### src/rtl/jk_excitation_driver.sv
`default_nettype none
// ============================================================================
// Module      : jk_excitation_driver
// Description : Drive side of an N-bit JK flip-flop bank. Accepts a target
//               word and derives per-bit J/K excitation from the fed-back Q.
//               It applies the excitation for one clock, then checks the
//               bank. It re-drives on mismatch and reports done or err.
// Revision    : 1.0 - initial release
// ============================================================================
module jk_excitation_driver #(
    parameter int N           = 4,
    parameter int TOGGLE_MODE = 0,
    parameter int MAX_RETRY   = 2
) (
    input  logic         clk,
    input  logic         rst_n,
    input  logic         in_valid,
    input  logic [N-1:0] in_data,
    output logic         in_ready,
    input  logic [N-1:0] q_fb,
    output logic [N-1:0] j_out,
    output logic [N-1:0] k_out,
    output logic         busy,
    output logic         done,
    output logic         err,
    output logic [N-1:0] mismatch
);

    // Retry budget is held in a 4-bit counter (0..15).
    localparam logic [3:0] C_MAX_RETRY = 4'(MAX_RETRY);

    typedef enum logic [1:0] {
        ST_IDLE  = 2'd0,
        ST_DRIVE = 2'd1,
        ST_CHECK = 2'd2
    } state_t;

    state_t       state_q, state_d;
    logic [N-1:0] target_q, target_d;
    logic [N-1:0] j_q, j_d;
    logic [N-1:0] k_q, k_d;
    logic [N-1:0] mismatch_q, mismatch_d;
    logic [3:0]   retry_q, retry_d;
    logic         in_ready_q, in_ready_d;
    logic         busy_q, busy_d;
    logic         done_q, done_d;
    logic         err_q, err_d;

    logic [N-1:0] exc_target;
    logic [N-1:0] exc_j;
    logic [N-1:0] exc_k;
    logic [N-1:0] diff;

    // Per-bit excitation: differing bits get set/reset or toggle, equal
    // bits hold. In IDLE the incoming word is the target, otherwise the
    // latched one.
    always_comb begin
        exc_target = (state_q == ST_IDLE) ? in_data : target_q;
        diff       = q_fb ^ exc_target;
        if (TOGGLE_MODE != 0) begin
            exc_j = diff;
            exc_k = diff;
        end else begin
            exc_j = diff & exc_target;
            exc_k = diff & ~exc_target;
        end
    end

    // Next-state and registered-output logic for the IDLE/DRIVE/CHECK FSM.
    always_comb begin
        state_d    = state_q;
        target_d   = target_q;
        j_d        = '0;
        k_d        = '0;
        mismatch_d = mismatch_q;
        retry_d    = retry_q;
        in_ready_d = in_ready_q;
        busy_d     = busy_q;
        done_d     = 1'b0;
        err_d      = 1'b0;

        case (state_q)
            ST_IDLE: begin
                in_ready_d = 1'b1;
                busy_d     = 1'b0;
                if (in_valid && in_ready_q) begin
                    target_d   = in_data;
                    j_d        = exc_j;
                    k_d        = exc_k;
                    in_ready_d = 1'b0;
                    busy_d     = 1'b1;
                    retry_d    = 4'd0;
                    state_d    = ST_DRIVE;
                end
            end
            ST_DRIVE: begin
                // Excitation was valid for this whole cycle; the bank has
                // sampled it at this edge, so release J/K.
                state_d = ST_CHECK;
            end
            ST_CHECK: begin
                mismatch_d = q_fb ^ target_q;
                if (q_fb == target_q) begin
                    done_d     = 1'b1;
                    busy_d     = 1'b0;
                    in_ready_d = 1'b1;
                    state_d    = ST_IDLE;
                end else if (retry_q < C_MAX_RETRY) begin
                    retry_d = retry_q + 4'd1;
                    j_d     = exc_j;
                    k_d     = exc_k;
                    state_d = ST_DRIVE;
                end else begin
                    err_d      = 1'b1;
                    busy_d     = 1'b0;
                    in_ready_d = 1'b1;
                    state_d    = ST_IDLE;
                end
            end
            default: begin
                state_d    = ST_IDLE;
                busy_d     = 1'b0;
                in_ready_d = 1'b0;
            end
        endcase
    end

    // State and output registers; reset leaves J=K=0 so the bank holds.
    always_ff @(posedge clk or negedge rst_n) begin
        if (!rst_n) begin
            state_q    <= ST_IDLE;
            target_q   <= '0;
            j_q        <= '0;
            k_q        <= '0;
            mismatch_q <= '0;
            retry_q    <= 4'd0;
            in_ready_q <= 1'b0;
            busy_q     <= 1'b0;
            done_q     <= 1'b0;
            err_q      <= 1'b0;
        end else begin
            state_q    <= state_d;
            target_q   <= target_d;
            j_q        <= j_d;
            k_q        <= k_d;
            mismatch_q <= mismatch_d;
            retry_q    <= retry_d;
            in_ready_q <= in_ready_d;
            busy_q     <= busy_d;
            done_q     <= done_d;
            err_q      <= err_d;
        end
    end

    assign in_ready = in_ready_q;
    assign j_out    = j_q;
    assign k_out    = k_q;
    assign busy     = busy_q;
    assign done     = done_q;
    assign err      = err_q;
    assign mismatch = mismatch_q;

endmodule
`default_nettype wire

### config.mk
export PLATFORM = sky130hd
export DESIGN_NAME = jk_excitation_driver
export DESIGN_NICKNAME = d
export VERILOG_FILES = /design/src/rtl/jk_excitation_driver.sv
export SDC_FILE = /design/constraint.sdc
export NUM_CORES = 1
export LEC_CHECK = 0
export ABC_AREA = 1
export BUFFER_PORTS_ARGS = -buffer_cell sky130_fd_sc_hd__buf_2
export CORE_AREA = 3 3 52 54
export DETAILED_ROUTE_END_ITERATION = 10
export DIE_AREA = 0 0 55 57
export MAX_ROUTING_LAYER = met4
export PLACE_DENSITY = 0.78
export SYNTH_ARGS = -nofsm -noshare
export SYNTH_HDL_FRONTEND = slang
export SYNTH_SLANG_ARGS = --single-unit
export TNS_END_PERCENT = 20
### constraint.sdc
create_clock -name clk -period 2.24 [get_ports clk]
set_input_delay 0.336 -clock clk [delete_from_list [all_inputs] [get_ports clk]]
set_output_delay 0.336 -clock clk [all_outputs]
set_load 0.005 [all_outputs]
Word-level counts from Yosys, hierarchy flattened
Index checks and enable logic that the tools add are counted.

Eq/ne operators: 7. Bitwise operators: 6. Reductions and logical operators: 6. $lt $le $gt $ge: 1. Add/sub/neg operators: 1. Mux-type cells: 30.

Operators by type and width (count): 2-to-1 mux 4 bit (10); one-hot mux 4 bit (2 select lines) (3); 2-to-1 mux 1 bit (13); AND 4 bit (2); bitwise XOR 4 bit (2); one-hot mux 1 bit (3 select lines) (2); one-hot mux 2 bit (3 select lines) (1); adder 4 x 1 -> 4 bit, second input constant (1); == test 4 bit (1); < comparator 4 x 2 -> 1 bit, second input constant (1); != test 2 bit, second input constant (2); inverter 4 bit (1); AND reduction 2 bit (2); AND reduction 4 bit (1); != test 3 bit, second input constant (1); == test 2 x 1 -> 1 bit, second input constant (1); == test 2 bit, second input constant (1); logical NOT 2 bit (1); 2-to-1 mux 2 bit (1); != test 2 x 1 -> 1 bit, second input constant (1); nonzero test 2 bit (1); logical AND 1 bit (1); inverter 1 bit (1).

Input bits: 11. Bits in registers: 26. Output and inout port bits: 16. Word-level logic and storage cells: 61.

Depth between registers and ports, before layout
Gate-level depths: netlist (run 1).

Depth in word-level cells: 7. Gate-level depth with buffers: 9. Gate-level depth less buffers: 9.

Least setup slack after synthesis (run 1)
No wires, ideal clock.

Path type: reg2reg. From: register state_q[0]. To: register retry_q[2]. Cell stages (with the launch flop): 8. Path buffers: 1. Setup slack: 1.119 ns. Data arrival time: 1.004 ns. Data required time: 2.124 ns. Clock period less this slack: 1.121 ns. Library setup time: 0.116 ns. Path through: dfrtp_1 > inv_1 > nand2_2 > nor2_2 > nand2_4 > buf_8 > nand3_2 > nand2_1.

Word-level cells in the longest chain between the ends: 3. Elaborated cells between the ends (all ways): 8. Classes of those cells: 4 x eq/ne; 1 x mux; 3 x reduce/logical.

RTL lines: start, declared (RTL line 38) `state_t state_q, state_d;`; start signal, assigned (RTL line 142) `state_q <= state_d;`; == test 2 bit / logical NOT 2 bit (equally long branches) (RTL line 82) `case (state_q)`; != test 2 bit (no source line), or another cell as far along; AND reduction 4 bit (no source line); end signal, assigned (RTL line 147) `retry_q <= retry_d;`; end, declared (RTL line 43) `logic [3:0] retry_q, retry_d;`.

Parallel ways exist; a longest one is shown, timed or not. A chain may end at the register's enable or synchronous reset.

Worst setup path in the final report (run 1)
From: register state_q[1]. To: register retry_q[1].

The elaborated chain is that of the path after synthesis.

==> key figures, run 1 <==
Status
  • Status: complete, but fails checks
  • Failing checks: negative hold slack

Timing
  • WHS: -10.7 ps
  • Hold Fails Final Rpt: 26
  • Slew margin rel.: 0.628
  • Tmin final: 1530 ps
  • Setup_tns: 0 ps
  • Setup violations, final: 0
  • Period utilization: 0.682
  • Pins over their slew limit: 0
  • Clk_skew: between 1.5 and 2 ps
  • RSZ-0062 raised after global routing: no
  • Fin worst setup slack: 712 ps
  • Worst slew pin tran: ~560 ps
  • Max Fclk: 654 MHz

Cells and area
  • Share of layout cells above drive strength 1: 0.329
  • Final Core Density: 0.618
  • Fillers: 207
  • Layout area overhead: 14.5%
  • Nets@finish: 177
  • Antenna cells: 0

Power and ir drop
  • Sw Ratio: 0.404
  • Sequential share of power: 0.426
  • Net Sw Power: 0.672 mW
  • Internal Power: between 0.9 and 1 mW
  • Power, Total: 1.66 mW
  • Logic pwr share: 0.434
  • Worst VDD drop: between 0.5 and 0.6 mV
  • Clk pwr share: 0.140
  • Static Leakage: 0.773 nW
  • Power per cell area: 1190 mW/mm^2

Drt
  • WL/cell: approximately 11 um
  • Residual DRC count: 0
  • Initial DRC Count: 13
  • Vias per cell: 4.82
  • DRT antenna net count: 0
  • Wirelength, routed: 2120 um
  • Vias: 926
  • TritonRoute pass-1 iters: 4

Setup path
  • Startpoint Class: flop
  • Worst path arrival time: 1790 ps
  • Max incr delay on CP: 460 ps
  • Most numerous cell on the critical path: nand2_1
  • WS Path Type: flop to flop
  • Slowest stage cell, crit path: dfrtp_1
  • Critical path endpoint category: flop
  • Crit-path cells: nor2_4 > nand3_2 > nand2_2 > nand2_1 > nand2_1
  • Maximum fanout count along the critical path: 21
  • CP top delay family: simple AND/OR/NAND/NOR gates
  • Worst Path Buf+Inv: 0
  • WP data required: between 2000 and 3000 ps

Global routing
  • Vias in the first global route: ~850
  • Largest net degree at the start of global routing: 27
  • Met1 global-route usage: 0.185
  • Initial antenna violation count: 0
  • Gr ovfl total: 0
  • Met3 usage: 0.0235
  • Gr busiest metal: met2
  • GR Util met2: 0.264
  • Gr usage total: 0.156
  • First-pass GRT wire length: 3570 um

Synth
  • Mapped Nets: 149
  • Yosys top cell by area: dfrtp_1
  • Synth Warn #: 0
  • Cell Area, Synth: 0.00122 sq mm
  • Fraction of the yosys area taken by sequential cells: 0.534
  • Top cell type's share of synthesized area: 0.534
  • Post-synthesis cell type count: 21
  • Syn_area_per_cell: 8.89 sq um
  • FF+latch count, synth: 26
  • Count of mapped cells out of synthesis: around 140
  • Synth area leaders: dfrtp_1, nand2_1, inv_1, nor2_1, a21oi_1

Clocking
  • Post-CTS Setup Inserts: 0
  • CTS root buf: clkbuf_4
  • Reg clk slew, reported paths: between 100 and 150 ps
  • Clk buf depth: 2
  • Clk sinks: 26
  • CTS Hold Buffers Added: 0
  • H-tree depth: 1
  • CTS Buf Count: 3
  • # resized after CTS: 0
  • Clock Latency Late Sink: 310 ps
  • TritonCTS clock tree: built

Floorplanning
  • Io pins: 27
  • Die area: 0.00314 sq mm
  • Die H: 57 um
  • Core Area: between 0.002 and 0.0025 sq mm
  • Initial Utilization: 0.540
  • Rows: 17
  • Die outline width: 55 um

Flow run
  • Max Cap Viol: 0

Placement
  • Pre-CTS WS: 732 ps
  • Port buffer count: 26
  • Routability congestion estimate: 0.790
  • HPWL after DPL: 1620 um

Min path
  • Hold crit path type: input port to asynchronous set/reset pin
[power groups by stage]
stage | combinational [mW] | clock (mW) | sequential, mW
floorplan | 0.546 | 0 | 0.724
global placement | 0.711 | 0 | 0.713
detailed placement | 0.732 | 0 | 0.722
CTS | 0.734 | 0.241 | 0.711
global route | 0.834 | 0.260 | 0.730
finish | 0.722 | 0.233 | 0.710
[per-layer routing]
metal	wire length (um)	vias up
li1	-	479
met2	1100	17
met1	908	428
met3	98	2
met4	12	0
met5	0	-
[kinds of logic after synthesis]
family          share of synthesized area
fa+ha+maj                          0.0103
simple gates                        0.272
compound gates                      0.103
flops                               0.534
buf+inv                            0.0730
xor+xnor                          0.00720
[synthesized netlist by cell type]
cell type	count
a21oi_1	8
a21oi_2	4
a31oi_1	4
buf_2	2
buf_8	1
dfrtp_1	26
ha_1	1
inv_1	14
inv_2	3
nand2_1	36
nand2_2	5
nand2_4	1
nand3_1	2
nand3_2	3
nor2_1	13
nor2_2	1
nor2_4	3
o21ai_0	4
o21ai_1	1
or2_2	4
xnor2_1	1
[sequential cells by signal, summed over array words and instances, names as in the netlist]
signal    count
mismatch      4
retry_q       4
err           1
done          1
in_ready      1
j_out         4
busy          1
k_out         4
target_q      4
state_q       2
[cell usage in the layout (no fill, tap or decap), types with 4 or more instances in the layout]
| master | instances |
|---|---|
| a21oi_1 | 8 |
| o21ai_0 | 4 |
| buf_2 | 26 |
| or2_2 | 4 |
| dfrtp_1 | 26 |
| nand2_1 | 36 |
| inv_1 | 14 |
| nand2_2 | 5 |
| a31oi_1 | 4 |
| a21oi_2 | 4 |
| nor2_1 | 13 |
[area by class of cell]
type	instances	area, sq um	area share
Sequential cell	26	651	0.467
Clock buffer	4	36.3	0.0260
Timing Repair Buffer	26	130	0.0934
Tap cell	28	35.0	0.0251
Multi-Input combinational cell	91	478	0.343
Inverter	17	63.8	0.0458
[worst paths after layout]
kind	endpoint	slack (ps)	start	depth (start not counted)
min in group clk	j_out[1]$_DFF_PN0_	270	q_fb[1]	4
max in group asynchronous	retry_q[2]$_DFFE_PN0P_	1890	rst_n	1
worst min-delay path	mismatch[2]$_DFFE_PN0N_	-10	rst_n	1
worst min register to register	busy$_DFFE_PN0P_	490	busy$_DFFE_PN0P_	2
worst max register to register	retry_q[1]$_DFFE_PN0P_	710	state_q[1]$_DFFE_PN0N_	5
worst max-delay path	retry_q[1]$_DFFE_PN0P_	710	state_q[1]$_DFFE_PN0N_	5
[metrics by stage]
stage,area [sq um],std cells
finish,1390,192
global placement,1360,188
CTS,1390,192
floorplan,1220,137
global route,1390,192
detailed placement,1360,188
(Power assumes the default switching activity.)
==> inputs of run 2 (changes only) <==
--- a/config.mk
+++ b/config.mk
@@ -5,13 +5,13 @@
 export SDC_FILE = /design/constraint.sdc
 export NUM_CORES = 1
 export LEC_CHECK = 0
-export ABC_AREA = 1
+export ABC_AREA = 0
 export BUFFER_PORTS_ARGS = -buffer_cell sky130_fd_sc_hd__buf_2
-export CORE_AREA = 3 3 52 54
+export CORE_AREA = 3 3 53 55
 export DETAILED_ROUTE_END_ITERATION = 10
-export DIE_AREA = 0 0 55 57
+export DIE_AREA = 0 0 56 58
 export MAX_ROUTING_LAYER = met4
-export PLACE_DENSITY = 0.78
+export PLACE_DENSITY = 0.72
 export SYNTH_ARGS = -nofsm -noshare
 export SYNTH_HDL_FRONTEND = slang
 export SYNTH_SLANG_ARGS = --single-unit
==> constraint.sdc (replaced) <==
create_clock -name clk -period 1.4 [get_ports clk]
set_input_delay 0.21 -clock clk [delete_from_list [all_inputs] [get_ports clk]]
set_output_delay 0.21 -clock clk [all_outputs]
set_load 0.005 [all_outputs]
==> run 2 against run 1 <==
Against the previous run:
- first-iteration DRC count down 31%
- the run ends with negative setup slack left
- highest routed layer unchanged
- design area up 6.3%
- flip-flop and latch count unchanged
- via count down 7.7%
- critical endpoint is now k_out[1]$_DFF_PN0_
==> key figures, run 2 <==
Status
  • Status: complete, but fails checks (unchanged)
  • Failing checks: negative setup slack (was negative hold slack)

Synth
  • Fraction of the yosys area taken by sequential cells: 0.603 (was 0.534)
  • Top cells by count, synth: dfrtp_1, nand2_1, o21ai_0, mux2i_1 (was nand2_1, dfrtp_1, inv_1, nor2_1, a21oi_1)
  • Yosys top cell by area: dfrtp_1 (unchanged)
  • Synth area leaders: dfrtp_1, nand2_1, mux2i_1, xnor2_1, o21ai_0 (was dfrtp_1, nand2_1, inv_1, nor2_1, a21oi_1)
  • Most used flip-flop cell after synthesis: dfrtp_1 (unchanged)
  • Count leader, synth: dfrtp_1 (was nand2_1)
  • Top cell type's share of synthesized area: 0.603 (was 0.534)
  • FF+latch count, synth: 26 (unchanged)
  • EDFF count, synth: 0 (unchanged)
  • Async SR Flop Fraction: 1.00 (unchanged)
  • Synth Warn #: 0 (unchanged)
  • Cell Area, Synth: 0.00108 sq mm (was 0.00122 sq mm)
  • Count of mapped cells out of synthesis: 95 (was 137)
  • Post-synthesis cell type count: 27 (was 21)
  • Mapped Nets: 107 (was 149)
  • Syn_area_per_cell: 11.4 sq um (was 8.89 sq um)

Drt
  • DRT antenna net count: 0 (unchanged)
  • Vias per cell: 5.03 (was 4.82)
  • Initial DRC Count: 9 (was 13)
  • Wirelength, routed: 2420 um (was 2120 um)
  • TritonRoute pass-1 iters: 4 (unchanged)
  • Residual DRC count: 0 (unchanged)
  • WL/cell: 14.3 um (was 11.0 um)
  • Vias: 855 (was 926)

Floorplanning
  • Core Area: 0.00243 sq mm (was 0.00225 sq mm)
  • Die area: 0.00325 sq mm (was 0.00314 sq mm)
  • Die H: 58 um (was 57 um)
  • Io pins: 27 (unchanged)
  • Initial Utilization: 0.444 (was 0.540)
  • Die outline width: 56 um (was 55 um)
  • Rows: 18 (was 17)

Cells and area
  • Most frequent cells in the layout: dfrtp_1, buf_2, nand2_1 (was nand2_1, dfrtp_1, buf_2)
  • Final instance area: 0.00148 sq mm (was 0.00139 sq mm)
  • Count of non-filler cells in the finished layout: 170 (was 192)
  • Antenna cells: 0 (unchanged)
  • Fillers: 195 (was 207)
  • Final Core Density: 0.609 (was 0.618)
  • Share of layout cells above drive strength 1: 0.443 (was 0.329)
  • Layout area overhead: 37.2% (was 14.5%)
  • Nets@finish: 153 (was 177)

Placement
  • HPWL after DPL: 1610 um (was 1620 um)
  • Port buffer count: 26 (unchanged)
  • Routability congestion estimate: 0.790 (about the same)
  • Pre-CTS WS: -66.0 ps (was 732 ps)
  • Dpl cell area: 0.00129 sq mm (was 0.00136 sq mm)
  • Post-Place Cells: 155 (was 188)

Setup path
  • WP data required: 1620 ps (was 2510 ps)
  • Startpoint Class: flop (unchanged)
  • Slowest stage cell, crit path: dfrtp_1 (unchanged)
  • Critical path endpoint category: flop (unchanged)
  • Crit-path cells: xnor2_2 > nand4_4 > a31oi_4 > inv_4 > and3_4 (was nor2_4 > nand3_2 > nand2_2 > nand2_1 > nand2_1)
  • WS Path Type: flop to flop (unchanged)
  • CP top delay family: flip-flops (was simple AND/OR/NAND/NOR gates)
  • Max incr delay on CP: 450 ps (was 460 ps)
  • Maximum fanout count along the critical path: 6 (was 21)
  • Worst Path Buf+Inv: 1 (was 0)
  • Worst path arrival time: 1630 ps (was 1790 ps)

Timing
  • Tmin final: 1420 ps (was 1530 ps)
  • Pins over their slew limit: 0 (unchanged)
  • Worst slew pin tran: 586 ps (was 559 ps)
  • Max Fclk: 705 MHz (was 654 MHz)
  • Hold Fails Final Rpt: 0 (was 26)
  • Setup violations, final: 4 (was 0)
  • RSZ-0062 raised after global routing: yes (was no)
  • Fin worst setup slack: -18.0 ps (was 712 ps)
  • Period utilization: 1.01 (was 0.682)
  • Clk_skew: 12.1 ps (was 1.87 ps)
  • Slew margin rel.: 0.610 (was 0.628)
  • WHS: 87.0 ps (was -10.7 ps)
  • Setup_tns: -50.2 ps (was 0 ps)

Global routing
  • Largest net degree at the start of global routing: 27 (unchanged)
  • Gr ovfl total: 0 (unchanged)
  • Initial antenna violation count: 0 (unchanged)
  • Vias in the first global route: 848 (was 852)
  • Gr usage total: 0.161 (was 0.156)
  • First-pass GRT wire length: 3870 um (was 3570 um)

Clocking
  • TritonCTS clock tree: built (unchanged)
  • Clock Latency Late Sink: 320 ps (was 310 ps)
  • Reg clk slew, reported paths: 140 ps (about the same)
  • H-tree depth: 1 (unchanged)
  • Clk sinks: 26 (unchanged)
  • Clk buf depth: 2 (unchanged)
  • CTS root buf: clkbuf_4 (unchanged)
  • CTS Buf Count: 3 (unchanged)

Power and ir drop
  • Worst VDD drop: 1.18 mV (was 0.587 mV)
  • Power per cell area: 2170 mW/mm^2 (was 1190 mW/mm^2)
  • Static Leakage: 0.787 nW (was 0.773 nW)
  • Power, Total: 3.22 mW (was 1.66 mW)

Min path
  • Hold crit path type: input port to flop (was input port to asynchronous set/reset pin)

Flow run
  • Max Cap Viol: 0 (unchanged)
[run 2: cell types whose count changed in the layout (fill, tap and decap cells not counted), sizes merged, moves of 3 or more]
cell   before  now
nor3        0    6
nand2      42   20
a21oi      12    1
buf        26   43
and3        0    5
mux2i       0    5
a31oi       4    1
inv        17    2
or2         4    0
nor2       17    4
xnor2       1    4
nand3       5    2
[run 2: worst paths after layout]
path	start	end	slack (ps)	cells past startpoint
min	q_fb[2]	j_out[2]$_DFF_PN0_	90	2
min in group asynchronous	rst_n	mismatch[3]$_DFFE_PN0N_	400	2
min reg2reg	mismatch[0]$_DFFE_PN0N_	mismatch[0]$_DFFE_PN0N_	490	2
max	target_q[0]$_DFFE_PN0P_	k_out[1]$_DFF_PN0_	-20	5
max in group asynchronous	rst_n	in_ready$_DFFE_PN0P_	600	2
max reg2reg	target_q[0]$_DFFE_PN0P_	k_out[1]$_DFF_PN0_	-20	5
[run 2: power by group]
group	switching, mW	internal, mW	total (mW)
Clock	0.215	0.289	0.504
Combinational	0.720	0.777	1.50
Sequential	0.208	1.01	1.22
Total	1.14	2.07	3.22
[run 2: cell type report]
type | count | area [sq um] | area share
timing repair buffer | 44 | 268 | 0.181
inverter | 2 | 10.0 | 0.00676
sequential | 26 | 651 | 0.439
tap | 30 | 37.5 | 0.0253
clock inverter | 1 | 30.0 | 0.0203
clock buffer | 3 | 22.5 | 0.0152
multi-input combinational | 64 | 463 | 0.313
[run 2: kinds of logic after synthesis]
kind of cell / count (synthesis) / share of synthesized area
XOR/XNOR: 4 / 0.0324
buffers and inverters: 5 / 0.0220
adder cells (fa/ha/maj): 1 / 0.0116
multiplexers: 5 / 0.0464
AND/OR/NAND/NOR: 43 / 0.209
flip-flops: 26 / 0.603
AO/OA/AOI/OAI: 11 / 0.0765
[run 2: per-layer routing]
metal	routed length, um	track usage
met4	67	0.0915
met5	0	-
met2	1120	0.244
met3	160	0.0401
met1	1070	0.196
[run 2: what timing repair did]
| item | CTS | global route |
|---|---|---|
| gates resized for setup | 6 | 3 |
| pin swaps | 5 | 3 |
| buffers inserted | 8 | 2 |
| endpoints found under the hold margin | 26 | 0 |
| setup endpoints to repair | 13 | 14 |
| hold buffers | 1 | 0 |
==> inputs of run 3 (changes only) <==
==> config.mk (replaced) <==
export PLATFORM = sky130hd
export DESIGN_NAME = jk_excitation_driver
export DESIGN_NICKNAME = d
export VERILOG_FILES = /design/src/rtl/jk_excitation_driver.sv
export SDC_FILE = /design/constraint.sdc
export NUM_CORES = 1
export LEC_CHECK = 0
export ABC_AREA = 1
export BUFFER_PORTS_ARGS = -buffer_cell sky130_fd_sc_hd__buf_2
export CORE_AREA = 3 3 55 57
export DETAILED_ROUTE_END_ITERATION = 10
export DIE_AREA = 0 0 58 60
export MAX_ROUTING_LAYER = met4
export PLACE_DENSITY = 0.73
export SYNTH_ARGS = -nofsm -noshare
export SYNTH_HDL_FRONTEND = slang
export SYNTH_SLANG_ARGS = --single-unit
export TNS_END_PERCENT = 10
==> run 3 against run 2 <==
Against the previous run:
- the flow now finishes without violations
- critical path depth decreased by 1
- via count rose by 6.4%
- largest power group unchanged
- final cell count is 16% higher
- highest routed layer unchanged
==> key figures, run 3 (same netlist as run 1, synthesis figures left out) <==
Status
  • Status: finished clean (was complete, but fails checks)

Clocking
  • Reg clk slew, reported paths: 130 ps (was 140 ps)
  • H-tree depth: 1 (unchanged)
  • Clk sinks: 26 (unchanged)
  • Clk buf depth: 2 (unchanged)
  • CTS Buf Count: 3 (unchanged)
  • TritonCTS clock tree: built (unchanged)
  • CTS root buf: clkbuf_4 (unchanged)
  • Clock Latency Late Sink: 310 ps (was 320 ps)

Timing
  • Max Fclk: 778 MHz (was 705 MHz)
  • Period utilization: 0.918 (was 1.01)
  • Pins over their slew limit: 0 (unchanged)
  • Tmin final: 1290 ps (was 1420 ps)
  • Setup violations, final: 0 (was 4)
  • Slew margin rel.: 0.611 (was 0.610)
  • RSZ-0062 raised after global routing: no (was yes)
  • Setup_tns: 0 ps (was -50.2 ps)
  • Worst slew pin tran: 584 ps (was 586 ps)
  • Hold Fails Final Rpt: 0 (unchanged)
  • Clk_skew: 1.38 ps (was 12.1 ps)

Min path
  • Min-delay src: q_fb[2] (unchanged)
  • Hold Crit Endpoint: k_out[2]$_DFF_PN0_ (was j_out[2]$_DFF_PN0_)
  • Hold crit path type: input port to flop (unchanged)
  • Hold path depth: 3 (was 2)

Power and ir drop
  • Worst VDD drop: 1.03 mV (was 1.18 mV)
  • Static Leakage: 0.786 nW (was 0.787 nW)
  • Power per cell area: 1900 mW/mm^2 (was 2170 mW/mm^2)
  • Power, Total: 2.72 mW (was 3.22 mW)

Cells and area
  • Commonest non-fill, non-tap cell in the layout: nand2_1
  • Most frequent cells in the layout: nand2_1, dfrtp_1, buf_2 (was dfrtp_1, buf_2, nand2_1)
  • Nets@finish: 180 (was 153)
  • Share of layout cells above drive strength 1: 0.335 (was 0.443)
  • Antenna cells: 0 (unchanged)
  • Final Core Density: 0.567 (was 0.609)
  • Layout area overhead: 17.5% (was 37.2%)

Setup path
  • Worst path arrival time: 1540 ps (was 1630 ps)
  • Reg-to-reg endpoint: k_out[1]$_DFF_PN0_ (unchanged)
  • Worst R2R Setup Slack: 110 ps (was -20 ps)
  • CP top delay family: simple AND/OR/NAND/NOR gates (was flip-flops)
  • Maximum fanout count along the critical path: 10 (was 6)
  • Worst Path Buf+Inv: 0 (was 1)
  • Critical path endpoint category: flop (unchanged)
  • Startpoint Class: flop (unchanged)
  • Slowest stage cell, crit path: dfrtp_1 (unchanged)
  • WS Path Type: flop to flop (unchanged)
  • Worst reg2reg path depth: 4 (was 5)
  • Reg2reg start: state_q[1]$_DFFE_PN0N_ (was target_q[0]$_DFFE_PN0P_)
  • Crit-path cells: nor2_4 > o21ai_0 > or2_2 > a21oi_1 (was xnor2_2 > nand4_4 > a31oi_4 > inv_4 > and3_4)
  • WP data required: 1650 ps (was 1620 ps)
  • Max incr delay on CP: 450 ps (about the same)

Drt
  • Vias per cell: 4.62 (was 5.03)
  • Wirelength, routed: 2120 um (was 2420 um)
  • Vias: 910 (was 855)
  • WL/cell: 10.8 um (was 14.3 um)
  • DRT antenna net count: 0 (unchanged)
  • TritonRoute pass-1 iters: 4 (unchanged)
  • Initial DRC Count: 15 (was 9)
  • Residual DRC count: 0 (unchanged)

Floorplanning
  • Die H: 60 um (was 58 um)
  • Core Area: 0.00252 sq mm (was 0.00243 sq mm)
  • Rows: 18 (unchanged)
  • Io pins: 27 (unchanged)
  • Initial Utilization: 0.483 (was 0.444)
  • Die outline width: 58 um (was 56 um)
  • Die area: 0.00348 sq mm (was 0.00325 sq mm)

Flow run
  • Max Cap Viol: 0 (unchanged)

Placement
  • Routability congestion estimate: 0.742 (was 0.790)
  • HPWL after DPL: 1620 um (was 1610 um)
  • Port buffer count: 26 (unchanged)

Global routing
  • Vias in the first global route: 882 (was 848)
  • First-pass GRT wire length: 3660 um (was 3870 um)
  • Gr ovfl total: 0 (unchanged)
  • Gr usage total: 0.144 (was 0.161)
  • Initial antenna violation count: 0 (unchanged)
  • Largest net degree at the start of global routing: 27 (unchanged)
[run 3: cell types whose count changed in the layout (fill, tap and decap cells not counted), moves of 3 or more]
cell / change
or2_2: +4
inv_1: +13
nand3_2: +3
a31oi_1: +4
nor3_1: -4
a21oi_1: +7
nand2_2: +5
buf_4: -15
nand2_1: +16
inv_2: +3
a21oi_2: +4
mux2i_1: -5
xnor2_2: -4
nor2_1: +10
[run 3: timing repair]
action / 4_1_cts / 5_1_grt
endpoints found under the hold margin: 26 / 0
hold buffers: 1 / 0
setup endpoints to repair: 0 / 5
resized for setup: 0 / 1
setup buffers: 0 / 0
[run 3: through the flow]
step / instances / hold WS (ps) / instance area [sq um] / setup slack, ps
floorplan: 137 / -85.6 / 1220 / 279
finish: 197 / 138 / 1430 / 114
global route: 197 / 110 / 1430 / 16.3
global placement: 192 / 233 / 1380 / 135
CTS: 197 / 122 / 1420 / 92.0
detailed placement: 192 / 242 / 1380 / 112
[run 3: area by class of cell]
cell class	instances	area, sq um
Tap cell	30	37.5
Timing Repair Buffer	29	155
Multi-Input combinational cell	91	487
Fill cell	219	1090
Inverter	17	63.8
Clock buffer	4	36.3
Sequential cell	26	651
[run 3: tightest hold or removal path, cell delays in order]
cell and delay (ps):
buf_2 120, nand2_1 60, a21oi_1 40
[run 3: per-layer routing]
layer | vias up | track usage | wire, um
met5 | - | - | 0
met4 | 0 | 0.0596 | 21
met3 | 2 | 0.0259 | 97
met2 | 18 | 0.252 | 1030
met1 | 405 | 0.162 | 973
li1 | 485 | - | -
[run 3: how the worst max path moves through the flow]
stage	from	end	slack, ps	depth (start not counted)
2_1_floorplan	state_q[0]$_DFFE_PN0N_	retry_q[2]$_DFFE_PN0P_	280	7
3_3_place_gp	target_q[2]$_DFFE_PN0P_	retry_q[0]$_DFFE_PN0P_	140	8
3_5_place_dp	target_q[2]$_DFFE_PN0P_	retry_q[0]$_DFFE_PN0P_	110	9
4_1_cts	target_q[2]$_DFFE_PN0P_	retry_q[0]$_DFFE_PN0P_	90	9
5_1_grt	target_q[2]$_DFFE_PN0P_	retry_q[0]$_DFFE_PN0P_	20	9
6_report	state_q[1]$_DFFE_PN0N_	k_out[1]$_DFF_PN0_	110	4
[run 3: power by group]
part | internal [mW] | switching, mW
Combinational | 0.473 | 0.745
Clock | 0.159 | 0.211
Sequential | 0.994 | 0.135
